--- src/rtl/aha_axi_to_axilite_burst.sv ---
// AXI4 slave to AXI-Lite master bridge: each AXI4 burst (FIXED/INCR/WRAP) is replayed as a
// sequence of single-beat AXI-Lite accesses; read and write paths run independently.
module aha_axi_to_axilite_burst #(
    parameter  int ID_WIDTH   = 4,
    parameter  int ADDR_WIDTH = 32,
    parameter  int DATA_WIDTH = 32,
    localparam int STRB_W     = DATA_WIDTH / 8
) (
    input  logic                  ACLK,
    input  logic                  ARESETn,
    input  logic [ID_WIDTH-1:0]   AXI_AWID,
    input  logic [ADDR_WIDTH-1:0] AXI_AWADDR,
    input  logic [7:0]            AXI_AWLEN,
    input  logic [2:0]            AXI_AWSIZE,
    input  logic [1:0]            AXI_AWBURST,
    input  logic                  AXI_AWVALID,
    output logic                  AXI_AWREADY,
    input  logic [DATA_WIDTH-1:0] AXI_WDATA,
    input  logic [STRB_W-1:0]     AXI_WSTRB,
    input  logic                  AXI_WLAST,
    input  logic                  AXI_WVALID,
    output logic                  AXI_WREADY,
    output logic [ID_WIDTH-1:0]   AXI_BID,
    output logic [1:0]            AXI_BRESP,
    output logic                  AXI_BVALID,
    input  logic                  AXI_BREADY,
    input  logic [ID_WIDTH-1:0]   AXI_ARID,
    input  logic [ADDR_WIDTH-1:0] AXI_ARADDR,
    input  logic [7:0]            AXI_ARLEN,
    input  logic [2:0]            AXI_ARSIZE,
    input  logic [1:0]            AXI_ARBURST,
    input  logic                  AXI_ARVALID,
    output logic                  AXI_ARREADY,
    output logic [ID_WIDTH-1:0]   AXI_RID,
    output logic [DATA_WIDTH-1:0] AXI_RDATA,
    output logic [1:0]            AXI_RRESP,
    output logic                  AXI_RLAST,
    output logic                  AXI_RVALID,
    input  logic                  AXI_RREADY,
    output logic [ADDR_WIDTH-1:0] LITE_AWADDR,
    output logic                  LITE_AWVALID,
    input  logic                  LITE_AWREADY,
    output logic [DATA_WIDTH-1:0] LITE_WDATA,
    output logic [STRB_W-1:0]     LITE_WSTRB,
    output logic                  LITE_WVALID,
    input  logic                  LITE_WREADY,
    input  logic [1:0]            LITE_BRESP,
    input  logic                  LITE_BVALID,
    output logic                  LITE_BREADY,
    output logic [ADDR_WIDTH-1:0] LITE_ARADDR,
    output logic                  LITE_ARVALID,
    input  logic                  LITE_ARREADY,
    input  logic [DATA_WIDTH-1:0] LITE_RDATA,
    input  logic [1:0]            LITE_RRESP,
    input  logic                  LITE_RVALID,
    output logic                  LITE_RREADY
);

    localparam logic [2:0] MAX_SZ = 3'($clog2(STRB_W));

    typedef enum logic [1:0] {W_IDLE, W_BEAT, W_RESP, W_BRESP} wstate_t;
    typedef enum logic [1:0] {R_IDLE, R_ADDR, R_DATA} rstate_t;

    // Beat size is clamped to the bus width; WRAP keeps the address inside the aligned window.
    function automatic logic [ADDR_WIDTH-1:0] next_addr(input logic [ADDR_WIDTH-1:0] a,
                                                        input logic [2:0] sz,
                                                        input logic [7:0] len,
                                                        input logic [1:0] bt);
        logic [2:0]            esz;
        logic [ADDR_WIDTH-1:0] step;
        logic [ADDR_WIDTH-1:0] mask;
        logic [ADDR_WIDTH-1:0] inc;
        esz  = (sz > MAX_SZ) ? MAX_SZ : sz;
        step = ADDR_WIDTH'(1) << esz;
        mask = ((ADDR_WIDTH'(len) + ADDR_WIDTH'(1)) << esz) - ADDR_WIDTH'(1);
        inc  = a + step;
        case (bt)
            2'b00:   return a;
            2'b10:   return (a & ~mask) | (inc & mask);
            default: return inc;
        endcase
    endfunction

    function automatic logic [1:0] rsp_max(input logic [1:0] a, input logic [1:0] b);
        return (a > b) ? a : b;
    endfunction

    wstate_t               wstate_q;
    logic [ID_WIDTH-1:0]   wid_q;
    logic [ADDR_WIDTH-1:0] waddr_q;
    logic [ADDR_WIDTH-1:0] waddr_d;
    logic [7:0]            wlen_q;
    logic [7:0]            wcnt_q;
    logic [2:0]            wsize_q;
    logic [1:0]            wburst_q;
    logic                  awready_q;
    logic                  lawvalid_q;
    logic                  wbeat_q;
    logic                  wdone_q;
    logic                  werr_q;
    logic                  lbready_q;
    logic                  bvalid_q;
    logic [1:0]            bresp_q;
    logic                  w_fire;

    assign waddr_d      = next_addr(waddr_q, wsize_q, wlen_q, wburst_q);
    assign w_fire       = wbeat_q & ~wdone_q & AXI_WVALID & LITE_WREADY;

    assign AXI_AWREADY  = awready_q;
    assign AXI_WREADY   = wbeat_q & ~wdone_q & LITE_WREADY;
    assign AXI_BID      = wid_q;
    assign AXI_BRESP    = bresp_q;
    assign AXI_BVALID   = bvalid_q;
    assign LITE_AWADDR  = waddr_q;
    assign LITE_AWVALID = lawvalid_q;
    assign LITE_WDATA   = AXI_WDATA;
    assign LITE_WSTRB   = AXI_WSTRB;
    assign LITE_WVALID  = wbeat_q & ~wdone_q & AXI_WVALID;
    assign LITE_BREADY  = lbready_q;

    always_ff @(posedge ACLK or negedge ARESETn) begin
        if (!ARESETn) begin
            wstate_q   <= W_IDLE;
            wid_q      <= '0;
            waddr_q    <= '0;
            wlen_q     <= '0;
            wcnt_q     <= '0;
            wsize_q    <= '0;
            wburst_q   <= '0;
            awready_q  <= 1'b1;
            lawvalid_q <= 1'b0;
            wbeat_q    <= 1'b0;
            wdone_q    <= 1'b0;
            werr_q     <= 1'b0;
            lbready_q  <= 1'b0;
            bvalid_q   <= 1'b0;
            bresp_q    <= '0;
        end else begin
            case (wstate_q)
                W_IDLE: if (AXI_AWVALID) begin
                    wid_q      <= AXI_AWID;
                    waddr_q    <= AXI_AWADDR;
                    wlen_q     <= AXI_AWLEN;
                    wcnt_q     <= AXI_AWLEN;
                    wsize_q    <= AXI_AWSIZE;
                    wburst_q   <= AXI_AWBURST;
                    awready_q  <= 1'b0;
                    lawvalid_q <= 1'b1;
                    wbeat_q    <= 1'b1;
                    wdone_q    <= 1'b0;
                    werr_q     <= 1'b0;
                    bresp_q    <= '0;
                    wstate_q   <= W_BEAT;
                end
                W_BEAT: begin
                    // Lite AW and W may complete in either order or together.
                    if (LITE_AWREADY) lawvalid_q <= 1'b0;
                    if (w_fire) begin
                        wdone_q <= 1'b1;
                        if (AXI_WLAST != (wcnt_q == 8'd0)) werr_q <= 1'b1;
                    end
                    if ((!lawvalid_q || LITE_AWREADY) && (wdone_q || w_fire)) begin
                        wbeat_q   <= 1'b0;
                        lbready_q <= 1'b1;
                        wstate_q  <= W_RESP;
                    end
                end
                W_RESP: if (LITE_BVALID) begin
                    lbready_q <= 1'b0;
                    if (wcnt_q == 8'd0) begin
                        bresp_q  <= rsp_max(rsp_max(bresp_q, LITE_BRESP), werr_q ? 2'b10 : 2'b00);
                        bvalid_q <= 1'b1;
                        wstate_q <= W_BRESP;
                    end else begin
                        bresp_q    <= rsp_max(bresp_q, LITE_BRESP);
                        wcnt_q     <= wcnt_q - 8'd1;
                        waddr_q    <= waddr_d;
                        lawvalid_q <= 1'b1;
                        wbeat_q    <= 1'b1;
                        wdone_q    <= 1'b0;
                        wstate_q   <= W_BEAT;
                    end
                end
                W_BRESP: if (AXI_BREADY) begin
                    bvalid_q  <= 1'b0;
                    awready_q <= 1'b1;
                    wstate_q  <= W_IDLE;
                end
                default: wstate_q <= W_IDLE;
            endcase
        end
    end

    rstate_t               rstate_q;
    logic [ID_WIDTH-1:0]   rid_q;
    logic [ADDR_WIDTH-1:0] raddr_q;
    logic [ADDR_WIDTH-1:0] raddr_d;
    logic [7:0]            rlen_q;
    logic [7:0]            rcnt_q;
    logic [2:0]            rsize_q;
    logic [1:0]            rburst_q;
    logic                  arready_q;
    logic                  larvalid_q;
    logic                  rphase_q;

    assign raddr_d      = next_addr(raddr_q, rsize_q, rlen_q, rburst_q);

    assign AXI_ARREADY  = arready_q;
    assign AXI_RID      = rid_q;
    assign AXI_RDATA    = LITE_RDATA;
    assign AXI_RRESP    = rphase_q ? LITE_RRESP : 2'b00;
    assign AXI_RLAST    = rphase_q & (rcnt_q == 8'd0);
    assign AXI_RVALID   = rphase_q & LITE_RVALID;
    assign LITE_ARADDR  = raddr_q;
    assign LITE_ARVALID = larvalid_q;
    assign LITE_RREADY  = rphase_q & AXI_RREADY;

    always_ff @(posedge ACLK or negedge ARESETn) begin
        if (!ARESETn) begin
            rstate_q   <= R_IDLE;
            rid_q      <= '0;
            raddr_q    <= '0;
            rlen_q     <= '0;
            rcnt_q     <= '0;
            rsize_q    <= '0;
            rburst_q   <= '0;
            arready_q  <= 1'b1;
            larvalid_q <= 1'b0;
            rphase_q   <= 1'b0;
        end else begin
            case (rstate_q)
                R_IDLE: if (AXI_ARVALID) begin
                    rid_q      <= AXI_ARID;
                    raddr_q    <= AXI_ARADDR;
                    rlen_q     <= AXI_ARLEN;
                    rcnt_q     <= AXI_ARLEN;
                    rsize_q    <= AXI_ARSIZE;
                    rburst_q   <= AXI_ARBURST;
                    arready_q  <= 1'b0;
                    larvalid_q <= 1'b1;
                    rstate_q   <= R_ADDR;
                end
                R_ADDR: if (LITE_ARREADY) begin
                    larvalid_q <= 1'b0;
                    rphase_q   <= 1'b1;
                    rstate_q   <= R_DATA;
                end
                R_DATA: if (LITE_RVALID && AXI_RREADY) begin
                    rphase_q <= 1'b0;
                    if (rcnt_q == 8'd0) begin
                        arready_q <= 1'b1;
                        rstate_q  <= R_IDLE;
                    end else begin
                        rcnt_q     <= rcnt_q - 8'd1;
                        raddr_q    <= raddr_d;
                        larvalid_q <= 1'b1;
                        rstate_q   <= R_ADDR;
                    end
                end
                default: rstate_q <= R_IDLE;
            endcase
        end
    end

endmodule
--- config.mk ---
export PLATFORM = sky130hd
export DESIGN_NAME = aha_axi_to_axilite_burst
export DESIGN_NICKNAME = d
export VERILOG_FILES = /design/src/rtl/aha_axi_to_axilite_burst.sv
export SDC_FILE = /design/constraint.sdc
export NUM_CORES = 1
export LEC_CHECK = 0
export ABC_AREA = 1
export CORE_MARGIN = 4
export CORE_UTILIZATION = 44
export CTS_CLUSTER_DIAMETER = 50
export CTS_CLUSTER_SIZE = 16
export DETAILED_ROUTE_END_ITERATION = 10
export PLACE_DENSITY_LB_ADDON = 0.08
export SYNTH_ARGS = -nofsm -noshare
export SYNTH_HDL_FRONTEND = slang
export SYNTH_SLANG_ARGS = --single-unit
--- constraint.sdc ---
create_clock -name ACLK -period 2.4 [get_ports ACLK]
set_input_delay 0.24 -clock ACLK [delete_from_list [all_inputs] [get_ports ACLK]]
set_output_delay 0.24 -clock ACLK [all_outputs]
set_load 0.05 [all_outputs]
==> out/results.txt <==
The total count of hold-check failures in the final report came out at 0. The final reports fail on negative setup slack. CTS built an H-tree with a depth of 4. Global routing used 24.69% of the available tracks across all layers.

Summing all placed instances gives a cell area of 13,630 um2. For the sequential power share, the log shows 20.1%. The floorplan step defined a core boundary enclosing 24,600 um2.

TritonCTS built the clock tree. The highest ir drop seen on vdd came out at 0.8901 mV. The net count of the finished layout was 2,178.

The slew at the pin closest to its max-slew limit is 605.6 ps, and the area of all placed cells without fillers is 15,000 um2. The flow ran to the end, but the final reports show violations. The clock passes through at most 2 buffers. Summing every instance area after synthesis gives 11,100 um2. In the synthesized netlist the async set-or-reset flop fraction comes to 100.0%. Compared with the post-synthesis result, the final layout area differs by 35.06%. The final-report max-slew violation count was 0. After detailed routing, the average wire length per cell comes to 15.48 um. Headroom to the max-slew limit came out at 59.50%. For the first-pass iteration count of the detailed router, the log shows 5. In the layout the commonest cells are sky130_fd_sc_hd__nand2_1, sky130_fd_sc_hd__clkdlybuf4s50_1, sky130_fd_sc_hd__inv_1. For the number of global-route vias before repair, the log shows 11,420. In this run the clock root is driven by a sky130_fd_sc_hd__clkbuf_16. The data arrival time of the critical path is 2830 ps.

The horizontal die dimension works out to 166.9 um. The maximum fanout encountered on the critical timing path was 5; the half-perimeter wire length after detailed placement was 26,660 um. The run gives 12.1% as the part of the total power dissipated in the clock network. The internal power of the cells totals 0.01036 W.

Of the cells placed in the final design, the portion with a size suffix greater than 1 is 19.42%. The tools report the final core utilization as 60.96%. Leaving out fill and tap cells, the most frequent cell in the layout is sky130_fd_sc_hd__nand2_1. The run gives 896 as the number of design-rule violations left by the first detailed-router iteration.

The final estimated routing congestion in global placement was 0.9318; the ratio of final minimum period to clock period was 102.3%. The worst path required time came out at 2780 ps. Leakage component of the power: 7.104 nW. Net switching is 53.94% of the power.

The classification of the worst-slack hold path was input port to asynchronous set/reset pin. The total overflow left after global routing is 0. Between clock sinks in the finished design, the worst skew comes to 23.91 ps. The areal power density over the cells is 1500 nW/um2, and the number of synthesized flops with an enable pin is 0. Category of the critical setup timing path: flip-flop to flip-flop.

The delay of the slowest cell on the worst path came out at 410 ps. The run gives 57,130 um as the wire length of the first global-routing pass. Launching element type of the critical path: a flip-flop.

Via count: 11,940. The synthesized netlist contains 61 unique library cells. For this design the top-level I/O count stands at 338. Total net switching power: 0.01213 W. The die boundary height works out to 166.9 um. Setup repair after global routing could not meet its margin everywhere.

After detailed routing, the number of vias per cell comes to 5.185. The Yosys step of the flow raised 0 warnings. The number of storage elements in the synthesis netlist is 130.

Entering global routing, the biggest net connects 52 pins. The later pin in the worst-skew pair is clocked with a latency of 450 ps. The row count was 57; the average cell area after synthesis was 6.505 um2. The number of buffers added on ports was 201. In the synthesized netlist the dominant register cell turns out to be sky130_fd_sc_hd__dfrtp_1.

The logs give -54.21 ps for the worst setup slack after layout and 17 for the number of clock buffers inserted by TritonCTS. The run gives 2 as the number of antenna violations at the first check in global routing. The most numerous cell type found on the critical path is sky130_fd_sc_hd__nand2_1.

Clock-pin slew was measured on the worst setup and hold paths at 70 ps. The register area share after synthesis is 29.32%. Traced cell by cell, the critical path runs through buf_6, inv_4, nand2_4, nor2_4, ha_4, fa_2, nand3_2, nand3_2, nand3_2, o21ai_4, buf_4, nand2_1, or2_1, a21oi_1, nand2_1, nand2_1, nand2_1, nand2_1. The tools report the count of max-cap constraint violations as 0.

The count of antenna-violating nets left after detailed routing is 0. The worst setup path is captured at a flip-flop. Library cell contributing the largest single delay on the critical path: sky130_fd_sc_hd__dfrtp_1. After detailed routing, the total wire length is 35,650 um. The total die area is 27,840 um2, and the count of endpoints failing setup in the final report is 4. Once the floorplan was initialized, standard cells occupied 45.13% of the core.

After detailed routing, the number of remaining DRC violations is 0. The filler cell count was 2,351; the highest clock rate was 0.4075 GHz. The CTS sink count is 130. Combinational cells account for 67.7% of the total power. The number of instances in the synthesized netlist was 1,707. The worst path needs 2454 ps of the cycle, external delays included.
-- critical path: cells and delay by family, from the launching register on --
family                   cells  cell delay [ps]
buffers and inverters        3              330
AND/OR/NAND/NOR             11             1030
flip-flops                   1              410
AO/OA/AOI/OAI                2              250
adder cells (fa/ha/maj)      2              370
-- cell usage after synthesis (7+ instances only) --
master / count / area, um2
sky130_fd_sc_hd__nor4_1: 7 / 43.79
sky130_fd_sc_hd__or2_2: 10 / 62.56
sky130_fd_sc_hd__nor2_4: 11 / 123.9
sky130_fd_sc_hd__nand2_4: 7 / 78.83
sky130_fd_sc_hd__nor2_2: 17 / 106.4
sky130_fd_sc_hd__ha_1: 29 / 362.9
sky130_fd_sc_hd__clkbuf_1: 25 / 93.84
sky130_fd_sc_hd__nand4_1: 30 / 187.7
sky130_fd_sc_hd__nor2_1: 137 / 514.2
sky130_fd_sc_hd__inv_1: 194 / 728.2
sky130_fd_sc_hd__nand2_2: 25 / 156.4
sky130_fd_sc_hd__nand2_1: 535 / 2008
sky130_fd_sc_hd__xor2_1: 14 / 122.6
sky130_fd_sc_hd__a21oi_1: 85 / 425.4
sky130_fd_sc_hd__o21ai_1: 12 / 60.06
sky130_fd_sc_hd__o21ai_2: 8 / 70.07
sky130_fd_sc_hd__dfrtp_1: 128 / 3203
sky130_fd_sc_hd__nand3b_1: 9 / 67.56
sky130_fd_sc_hd__o211ai_1: 12 / 90.09
sky130_fd_sc_hd__nor3_1: 28 / 140.1
sky130_fd_sc_hd__o22ai_1: 7 / 43.79
sky130_fd_sc_hd__o21ai_0: 101 / 505.5
sky130_fd_sc_hd__inv_2: 19 / 71.32
sky130_fd_sc_hd__nand3_1: 110 / 550.5
sky130_fd_sc_hd__buf_4: 69 / 518.0
sky130_fd_sc_hd__nand3_2: 10 / 100.1
-- cell families (layout without fill, tap and decap cells) --
| logic type | count (synthesis) | count (layout) | synth area share [%] |
|---|---|---|---|
| compound gates | 263 | 264 | 13.83 |
| xor+xnor | 19 | 19 | 1.499 |
| fa+ha+maj | 31 | 31 | 3.628 |
| buf+inv | 316 | 575 | 13.53 |
| flops | 130 | 130 | 29.32 |
| mux | 2 | 2 | 0.1803 |
| other cells | 2 | 14 | 0.06763 |
| simple gates | 944 | 944 | 37.95 |
-- repair_timing --
item                                    4_1_cts  5_1_grt
endpoints found under the hold margin        46        0
pin swaps                                     3       60
hold buffers                                  1        0
buffers inserted                              0       31
gates resized for setup                      12      145
endpoints found under the setup margin       10       65
gates cloned                                  0        1
-- routing by layer --
metal / global-route usage (%) / wire (um) / vias up
met4: 6.617 / 586 / 0
li1: - / - / 5968
met1: 32.13 / 15520 / 5560
met3: 4.693 / 1997 / 51
met2: 42.18 / 17540 / 362
met5: 0 / 0 / -
-- area by class of cell --
class	count	area (um2)	area share (%)
clock buffers	18	439.2	2.928
well taps	324	405.4	2.703
clock inverters	14	142.6	0.9510
diodes	2	5.005	0.03337
flip-flops and latches	130	3257	21.72
repair buffers	327	3019	20.13
multi-input cells	1272	6887	45.92
inverters	216	843.3	5.623
-- path summary, 6_finish.rpt --
check                                  from           to  slack, ps  depth (start not counted)
worst max-delay path             rsize_q[1]    flip-flop        -50                         18
worst min-delay path                ARESETn   AXI_RID[0]        310                          2
worst max register to register   rsize_q[1]    flip-flop        -50                         18
worst min register to register   AXI_BID[2]   AXI_BID[2]        480                          2
max in group asynchronous           ARESETn  AXI_AWREADY       1370                          3
min in group ACLK               AXI_ARID[0]   AXI_RID[0]        320                          3
-- power by group through the flow --
| stage | clock [W] | combinational (W) | sequential [W] |
|---|---|---|---|
| final | 0.00273 | 0.0152 | 0.00453 |
| after detailed placement | 0 | 0.0138 | 0.00447 |
| after floorplan | 0 | 0.00742 | 0.00639 |
| after global routing | 0.00288 | 0.0166 | 0.00468 |
| after global placement | 0 | 0.0136 | 0.00448 |
| after CTS | 0.00277 | 0.0139 | 0.00446 |
-- stage by stage --
| step | hold slack [ps] | setup TNS, ps | total power [W] | std cells | worst slack, ps |
|---|---|---|---|---|---|
| after floorplan | -55.59 | -18.50 | 0.01380 | 1717 | -18.50 |
| after global placement | 225.3 | -39.00 | 0.01809 | 2238 | -27.62 |
| after detailed placement | 224.4 | -141.4 | 0.01825 | 2238 | -84.70 |
| after CTS | 314.8 | -11.90 | 0.02114 | 2271 | -6.386 |
| after global routing | 320.3 | -2036 | 0.02416 | 2303 | -215.1 |
| final | 305.0 | -136.0 | 0.02249 | 2303 | -54.21 |
No activity file was read; power rests on OpenSTA's default activity.
